==> config.mk <==
export PLATFORM = sky130hd
export DESIGN_NAME = alu_simd_accum_ctrl
export DESIGN_NICKNAME = d
export VERILOG_FILES = /design/src/rtl/alu_simd_accum_ctrl.sv
export SDC_FILE = /design/constraint.sdc
export NUM_CORES = 1
export LEC_CHECK = 0
export CAP_MARGIN = 20
export CORE_AREA = 4 4 152 154
export CTS_CLUSTER_SIZE = 30
export DETAILED_ROUTE_END_ITERATION = 12
export DIE_AREA = 0 0 156 158
export PLACE_DENSITY_LB_ADDON = 0.25
export SYNTH_ARGS = -nofsm -noshare
export SYNTH_HDL_FRONTEND = slang
export SYNTH_SLANG_ARGS = --single-unit
==> constraint.sdc <==
create_clock -name clk -period 3.7 [get_ports clk]
set_input_delay 0.925 -clock clk [delete_from_list [all_inputs] [get_ports clk]]
set_output_delay 0.925 -clock clk [all_outputs]
set_load 0.005 [all_outputs]
==> src/rtl/alu_simd_accum_ctrl.sv <==
// Accumulation sequencer for a 54-bit three-input SIMD adder: feeds the running sum
// back on W, keeps the lane mode fixed per accumulation, and returns the sum over valid/ready.
`timescale 1ns/1ps
module alu_simd_accum_ctrl #(
  parameter int unsigned DATA_W    = 54,
  parameter int unsigned CNT_W     = 8,
  parameter int unsigned MAX_TERMS = 255
) (
  input  logic              clk,
  input  logic              reset,
  input  logic              in_valid,
  output logic              in_ready,
  input  logic [1:0]        in_mode,
  input  logic [DATA_W-1:0] in_X,
  input  logic [DATA_W-1:0] in_Y,
  input  logic              in_cin,
  input  logic              in_last,
  output logic [1:0]        alu_USE_SIMD,
  output logic [DATA_W-1:0] alu_W,
  output logic [DATA_W-1:0] alu_X,
  output logic [DATA_W-1:0] alu_Y,
  output logic              alu_CIN,
  input  logic [DATA_W-1:0] alu_S,
  output logic              out_valid,
  input  logic              out_ready,
  output logic [DATA_W-1:0] out_S,
  output logic [1:0]        out_mode,
  output logic              out_ovf,
  output logic              mode_err,
  output logic              busy
);

  typedef enum logic [1:0] {
    IDLE  = 2'd0,
    ACCUM = 2'd1,
    OUT   = 2'd2
  } state_t;

  localparam logic [1:0]     MODE_27X27 = 2'b00;
  localparam logic [1:0]     MODE_ILL   = 2'b11;
  localparam logic [CNT_W:0] CNT_LIMIT  = (CNT_W+1)'(MAX_TERMS);
  localparam logic [CNT_W:0] CNT_ONE    = (CNT_W+1)'(1);

  state_t            r_state, w_state_nxt;
  logic [DATA_W-1:0] r_acc, w_acc_nxt;
  logic [1:0]        r_mode, w_mode_nxt;
  logic [CNT_W-1:0]  r_cnt, w_cnt_nxt;
  logic              r_ovf, w_ovf_nxt;
  logic              r_mode_err, w_mode_err_nxt;
  logic              w_accept;
  logic [CNT_W:0]    w_cnt_inc;

  always_ff @(posedge clk or posedge reset) begin
    if (reset) begin
      r_state    <= IDLE;
      r_acc      <= '0;
      r_mode     <= MODE_27X27;
      r_cnt      <= '0;
      r_ovf      <= 1'b0;
      r_mode_err <= 1'b0;
    end else begin
      r_state    <= w_state_nxt;
      r_acc      <= w_acc_nxt;
      r_mode     <= w_mode_nxt;
      r_cnt      <= w_cnt_nxt;
      r_ovf      <= w_ovf_nxt;
      r_mode_err <= w_mode_err_nxt;
    end
  end

  assign in_ready  = (r_state != OUT);
  assign w_accept  = in_valid && in_ready;
  assign w_cnt_inc = {1'b0, r_cnt} + CNT_ONE;

  // Next-state: a beat whose mode cannot join the current accumulation is consumed and flagged.
  always_comb begin
    w_state_nxt    = r_state;
    w_acc_nxt      = r_acc;
    w_mode_nxt     = r_mode;
    w_cnt_nxt      = r_cnt;
    w_ovf_nxt      = r_ovf;
    w_mode_err_nxt = 1'b0;
    case (r_state)
      IDLE: begin
        if (w_accept) begin
          if (in_mode == MODE_ILL) begin
            w_mode_err_nxt = 1'b1;
          end else begin
            w_acc_nxt  = alu_S;
            w_mode_nxt = in_mode;
            w_cnt_nxt  = CNT_W'(1);
            if (in_last || (CNT_LIMIT == CNT_ONE)) begin
              w_state_nxt = OUT;
              w_ovf_nxt   = !in_last;
            end else begin
              w_state_nxt = ACCUM;
            end
          end
        end
      end
      ACCUM: begin
        if (w_accept) begin
          if (in_mode != r_mode) begin
            w_mode_err_nxt = 1'b1;
          end else begin
            w_acc_nxt = alu_S;
            w_cnt_nxt = w_cnt_inc[CNT_W-1:0];
            if (in_last || (w_cnt_inc == CNT_LIMIT)) begin
              w_state_nxt = OUT;
              w_ovf_nxt   = !in_last;
            end
          end
        end
      end
      OUT: begin
        if (out_ready) begin
          w_state_nxt = IDLE;
          w_ovf_nxt   = 1'b0;
          w_cnt_nxt   = '0;
        end
      end
      default: w_state_nxt = IDLE;
    endcase
  end

  // Adder drive: first beat starts from zero with the incoming mode, later beats feed back acc.
  always_comb begin
    alu_X        = in_X;
    alu_Y        = in_Y;
    alu_W        = '0;
    alu_USE_SIMD = in_mode;
    alu_CIN      = 1'b0;
    if (r_state == IDLE) begin
      alu_CIN = in_cin && (in_mode == MODE_27X27) && !reset;
    end else begin
      alu_W        = r_acc;
      alu_USE_SIMD = r_mode;
    end
  end

  assign out_valid = (r_state == OUT);
  assign out_S     = r_acc;
  assign out_mode  = r_mode;
  assign out_ovf   = r_ovf;
  assign mode_err  = r_mode_err;
  assign busy      = (r_state != IDLE);

endmodule

==> results by group, run 1 <==
Worst setup path
  • Setup slack, reg-to-reg: between 0.9 and 1 ns
  • Max incr delay on CP: about 0.53 ns
  • Crit-path leading delay family: buffers and inverters
  • Reg2reg path depth: 8
  • Reg-to-reg startpoint: r_state[1]
  • CP arrival: 2.46 ns
  • CP Max Fanout: 6
  • Critical Path RT: approximately 2.8 ns
  • Crit Path Class: input pin to output pin
  • Critical R2R Capture: out_ovf
  • CP endpoint kind: output pin
  • CP bufs+invs: 2
  • CP dominant cell by count: clkdlybuf4s50_1
  • CP max stage cell: clkdlybuf4s50_1
  • Startpoint types: input pin
  • CP cell instances: clkdlybuf4s50_1 > nor2_1 > and4_1 > clkdlybuf4s50_1

Clocking
  • CTS sink cnt: between 60 and 70
  • CTS root buf: clkbuf_16
  • TritonCTS buffer count: 9
  • Clock latency on the worst-skew pair: about 0.34 ns
  • H-tree Lvls: 3
  • CTS tree: built
  • Hold Buf Count CTS: 0
  • CTS Buffer Depth: 2
  • Setup Fix Bufs, Post-CTS: 0
  • Clk pin slew, worst setup/hold paths: 0.06 ns
  • Post-CTS resize count: 0

Timing
  • # setup viols final: 0
  • Min Clock Period, post-route: roughly 3.4 ns
  • Least-Margin Pin Slew: about 0.9 ns
  • Highest Clock Rate: between 200 and 300 MHz
  • Slew margin rel.: 39.5%
  • Slew Limit Fails: 0
  • Tcrit/Tclk final: around nine tenths
  • Clock skew: slightly above 0.009 ns
  • Worst Hold Margin: around 0.51 ns
  • Fin. Hold Viols: 0
  • Setup_tns: 0 ns
  • RSZ-0062 raised after global routing: no

Floorplan
  • I/O pins: slightly below 400
  • Rows: 54
  • Core area: roughly 22000 um2
  • Die area: around 25000 um2
  • Die Y: about 160 um
  • Die width: 156 um
  • Initial core utilization: roughly a fifth

Yosys
  • Async S/R FF share, synth: 100%
  • Synth Area in Simple Gates: around 15%
  • Synth Area in Adders: approximately 1.8%
  • Area contributors post-synth: dfrtp_1 (40%), buf_4 (19%), mux2_1 (14%)
  • Mapped Avg Cell Area: 10.4 um2
  • Main combinational cell family by area after synthesis: buffers and inverters
  • Post-synthesis mux area share: about 15%
  • Post-synthesis compound-gate area fraction: around 6.5%
  • Seq/Total Area, Yosys: between 40 and 50%
  • Synth Flop Type: dfrtp_1
  • Top cell type's share of synthesized area: around 40%
  • Syn_nets: just under 600
  • Post-synth EDFFs: 0
  • Register bit total from synthesis: 68
  • Ys Warns: 0
  • Synth area leader: dfrtp_1
  • Post-synthesis xor/xnor area fraction: less than 1%
  • Post-synth top cells: buf_4 (108), dfrtp_1 (68), nor2b_1 (58), mux2_1 (54), nor2_1 (13)
  • Most frequent cell after synthesis: buf_4
  • Post-synthesis cell count: just over 400
  • Synthesized area: about 4200 um2
  • Post-synth cell types: 46

Pwr
  • Leak Pwr: 2.27 nW
  • Pint: 3.31 mW
  • Max rail drop VDD: between 0.3 and 0.4 mV
  • Switch Pwr: ~1.6 mW
  • Seq pwr share: 28.2%
  • PD cells: between 800 and 900 nW/um2
  • Sw Share: about a third
  • Gate power share: around 55%
  • Clock network fraction of total power: approximately 17%

Placed design
  • Dpl hpwl: between 10 and 15 mm
  • DP Cell Count: approximately 750
  • Final GP Congestion: 0.740
  • PortBufs: between 150 and 200

Min path
  • Hold/Removal Path Class: flip-flop to flip-flop
  • Cells on Worst Hold Path: 1
  • Worst hold start: out_S[40]
  • Worst Hold End: out_S[40]

GRT
  • Gr usage total: ~12%
  • Largest net degree at the start of global routing: 69
  • GR Overflow Total: 0
  • Vias in the first global route: about 3.5k
  • First-pass GRT wire length: around 22 mm
  • Initial antenna violation count: 0

Drt
  • Drt first-iter violations: roughly 110
  • TritonRoute pass-1 iters: 4
  • Final wirelength: 14.9 mm
  • Post-DR vias/cell: 4.10
  • Avg WL per Cell: approximately 19 um
  • DRC errors left: 0
  • Final ANT Viol Nets: 0
  • Vias: roughly 3.1k

Layout
  • Fraction of layout cells with a size suffix above 1: about 6.8%
  • Area added between synthesis and finish: 38.1%
  • # diodes: 0
  • Nets: 656
  • Non-filler cells, final: between 700 and 800

Job
  • Max-cap violations: 0

Outcome
  • Status: complete, no violations
cells by family after synthesis:
| kind of cell | Yosys count |
|---|---|
| buffers and inverters | 133 |
| AO/OA/AOI/OAI | 38 |
| adder cells (fa/ha/maj) | 6 |
| flip-flops | 68 |
| AND/OR/NAND/NOR | 105 |
| multiplexers | 56 |
| XOR/XNOR | 1 |
layout by cell type, fill, tap and decap left out, drive strengths merged, types with 2 or more instances in the layout:
| master | instances |
|---|---|
| clkdlybuf4s50 | 179 |
| dfrtp | 68 |
| nor2b | 58 |
| mux2 | 56 |
| nor2 | 13 |
| o21ai | 11 |
| clkbuf | 10 |
| nand2 | 9 |
| buf | 8 |
| inv | 8 |
| nor3 | 6 |
| a211oi | 6 |
| ha | 6 |
| nand3 | 6 |
| a21oi | 4 |
| a22o | 4 |
| clkinv | 4 |
| and2 | 3 |
| nand2b | 2 |
| nor4b | 2 |
per-layer routing:
metal	vias to the layer above	routed length [um]	track usage, %	share of wire, %
met5	-	0	0	0
met4	0	350	4.75	2.4
met3	48	1650	5.36	11
met2	202	7830	20.9	53
met1	1489	5020	11.6	34
li1	1400	-	-	-
sequential cells by signal, indices dropped and copies added (netlist names):
register / flops
mode_err: 1
out_S: 54
out_mode: 2
out_ovf: 1
r_cnt: 8
r_state: 2
power groups by stage:
stage | sequential (mW) | clock (mW) | combinational, mW
floorplan | 1.35 | 0 | 1.14
global placement | 1.41 | 0 | 2.74
detailed placement | 1.41 | 0 | 2.75
CTS | 1.41 | 0.892 | 2.77
global route | 1.46 | 0.915 | 2.96
finish | 1.40 | 0.857 | 2.70
worst max path at each step:
stage,from,endpoint,cells past startpoint
after CTS,in_mode[0],alu_CIN,4
after global placement,in_mode[0],alu_CIN,4
after floorplan,reset,alu_CIN,2
after detailed placement,in_mode[0],alu_CIN,4
after global routing,in_mode[0],alu_CIN,4
final,in_mode[0],alu_CIN,4
metrics by stage:
stage	area [um2]	total power, mW	utilization (%)	setup WS [ns]
after detailed placement	5550	4.16	25.6	0.297
final	5840	4.96	26.9	0.316
after global placement	5550	4.15	25.6	0.319
after floorplan	4230	2.49	-	0.0442
after CTS	5840	5.07	26.9	0.295
after global routing	5840	5.33	26.9	0.249
area by class of cell:
class                      instances  area (um2)
fill                            2264       15800
timing repair buffer             187        1850
inverter                           8        30.0
multi-input combinational        206        1610
clock buffer                      10         229
sequential                        68        1700
clock inverter                     6        65.1
tap                              280         350
Power figures use the tool's default switching activity.
==> run 2, diff against run 1 <==
--- a/config.mk
+++ b/config.mk
@@ -5,12 +5,15 @@
 export SDC_FILE = /design/constraint.sdc
 export NUM_CORES = 1
 export LEC_CHECK = 0
+export ABC_CLOCK_PERIOD_IN_PS = 3700
 export CAP_MARGIN = 20
 export CORE_AREA = 4 4 152 154
 export CTS_CLUSTER_SIZE = 30
 export DETAILED_ROUTE_END_ITERATION = 12
 export DIE_AREA = 0 0 156 158
+export DONT_BUFFER_PORTS = 1
 export PLACE_DENSITY_LB_ADDON = 0.25
+export REMOVE_ABC_BUFFERS = 1
 export SYNTH_ARGS = -nofsm -noshare
 export SYNTH_HDL_FRONTEND = slang
 export SYNTH_SLANG_ARGS = --single-unit
==> run 2 against run 1 <==
First-iteration DRC count up 78%. Via count shrank 13%. Register-to-register slack barely moved. Global-route usage increased by 14 points. Cell count decreased by 24%. Flip-flop and latch count unchanged. Count of clock-buffer cells in the layout increased by 1. Cell area is 30% lower. Worst setup slack better by 0.59 ns. Non-clock buffer count shrank 182. Largest power group is now registers. Highest routed layer is now met5.
==> results by group, run 2 (same netlist as run 1, synthesis figures left out) <==
Clocking
  • Hold Buf Count CTS: 0
  • Post-CTS resize count: 0
  • H-tree Lvls: 3
  • CTS tree: built
  • CTS root buf: clkbuf_16
  • Clk pin slew, worst setup/hold paths: 0.07 ns
  • Setup Fix Bufs, Post-CTS: 0
  • CTS sink cnt: between 60 and 70
  • Clock latency on the worst-skew pair: approximately 0.34 ns
  • TritonCTS buffer count: 9
  • CTS Buffer Depth: 2

Placed design
  • Dpl hpwl: 29.5 mm
  • PortBufs: 0
  • Cell Area, Placed: between 3000 and 4000 um2
  • Final GP Congestion: between 0.9 and 1

Pwr
  • Leak Pwr: 1.60 nW
  • Max rail drop VDD: 0.406 mV
  • PD cells: 1000 nW/um2

Layout
  • Fraction of layout cells with a size suffix above 1: 10.2%
  • Nets: approximately 470
  • Multi-input gate area: 1610 um2
  • # diodes: 0
  • Storage element area: 1700 um2
  • Fill cells: roughly 2.4k
  • Post-route cell area: ~4100 um2
  • Most common cell after layout, fill and taps aside: dfrtp_1
  • Area added between synthesis and finish: -3.46%
  • Final core utilization: 18.8%
  • Most frequent cells in the layout: dfrtp_1 (68), nor2b_1 (58), mux2_1 (54)
  • Max reg flops: 54

Worst setup path
  • CP endpoint kind: output pin
  • Critical Path RT: about 2.8 ns
  • CP arrival: between 1.5 and 2 ns
  • Reg2reg path depth: 7
  • CP Max Fanout: 31
  • Setup slack, reg-to-reg: roughly 0.94 ns
  • Critical R2R Capture: out_S[42]
  • Startpoint types: flip-flop
  • Reg-to-reg startpoint: r_state[1]
  • Crit Path Class: flip-flop to output pin

Min path
  • Worst Hold End: out_S[12]
  • Worst hold start: out_S[12]
  • Cells on Worst Hold Path: 1
  • Hold/Removal Path Class: flip-flop to flip-flop

Floorplan
  • Rows: 54
  • Die Y: 158 um
  • Core area: about 22000 um2
  • Die width: around 160 um
  • Initial core utilization: 19.5%
  • Die area: 24600 um2
  • I/O pins: 396

Drt
  • Post-DR vias/cell: around 4.7
  • DRC errors left: 0
  • Final ANT Viol Nets: 0
  • Avg WL per Cell: approximately 56 um
  • Final wirelength: between 30 and 40 mm
  • Vias: between 2k and 3k
  • TritonRoute pass-1 iters: 5
  • Drt first-iter violations: just under 200

Outcome
  • Status: complete, no violations

GRT
  • GR Overflow Total: 0
  • Gr usage total: roughly 26%
  • First-pass GRT wire length: 38.2 mm
  • Largest net degree at the start of global routing: approximately 70
  • Vias in the first global route: about 2.8k
  • Initial antenna violation count: 0

Timing
  • Slew Limit Fails: 0
  • Least-Margin Pin Slew: about 0.96 ns
  • Clock skew: 0.0117 ns
  • Fin. Hold Viols: 0
  • Slew margin rel.: between 30% and 40%
  • Tcrit/Tclk final: between 70% and 80%
  • Min Clock Period, post-route: 2.79 ns
  • RSZ-0062 raised after global routing: no
  • # setup viols final: 0
  • Highest Clock Rate: 358 MHz

Job
  • Max-cap violations: 0
[run 2: cell types whose count changed in the layout (fill, tap and decap cells not counted)]
cell             before  now
clkdlybuf4s50_1     179    0
buf_4                 8    4
clkbuf_8              0    2
buf_12                0    1
bufinv_16             1    2
clkbuf_1              1    0
clkinv_4              2    1
clkinvlp_4            1    0
inv_2                 1    0
inv_6                 0    1
[run 2: per-stage QoR]
step | setup WS, ns | std cells | power [mW] | hold slack (ns) | setup TNS (ns)
finish | 0.909 | 583 | 4.09 | 0.550 | 0
global route | 0.733 | 583 | 4.36 | 0.574 | 0
CTS | 0.882 | 583 | 4.13 | 0.558 | 0
detailed placement | 0.961 | 567 | 3.11 | 0.538 | 0
global placement | 1.04 | 567 | 3.08 | 0.536 | 0
floorplan | -0.541 | 282 | 2.37 | 0.504 | -29.22
[run 2: worst max path at each step]
stage	endpoint	slack, ns	start
after floorplan	out_S[0]	-0.54	r_state[0]
after global placement	out_S[44]	1.04	in_mode[1]
after detailed placement	out_S[27]	0.96	r_state[1]
after CTS	alu_USE_SIMD[0]	0.88	r_state[0]
after global routing	out_ovf	0.73	r_state[1]
final	alu_USE_SIMD[0]	0.91	r_state[1]
[run 2: area by class of cell]
type | instances | share of cell area (%)
inverters | 8 | 0.766
multi-input cells | 206 | 39.5
clock inverters | 5 | 2.02
repair buffers | 5 | 1.23
clock buffers | 11 | 6.19
well taps | 280 | 8.58
flip-flops and latches | 68 | 41.7
[run 2: worst max-delay path, cell delays in order (launching register included)]
cell     delay (ns)
dfrtp_1        0.42
inv_1          0.12
ha_2           0.23
buf_4          0.35
mux2_2         0.40
[run 2: routing by layer]
metal / global-route usage (%) / wire length, um / up-vias / share of wire, %
met3: 41.7 / 11000 / 35 / 34
li1: - / - / 1041 / -
met2: 41.3 / 15100 / 390 / 46
met4: 7.34 / 854 / 2 / 2.6
met5: 3.37 / 92 / - / 0.28
met1: 11.8 / 5470 / 1273 / 17
[run 2: power by group]
group / internal (mW) / leakage [nW] / total, mW / switching [mW]
Combinational: 0.572 / 0.613 / 1.33 / 0.763
Sequential: 1.09 / 0.822 / 1.76 / 0.676
Clock: 0.630 / 0.166 / 0.993 / 0.363
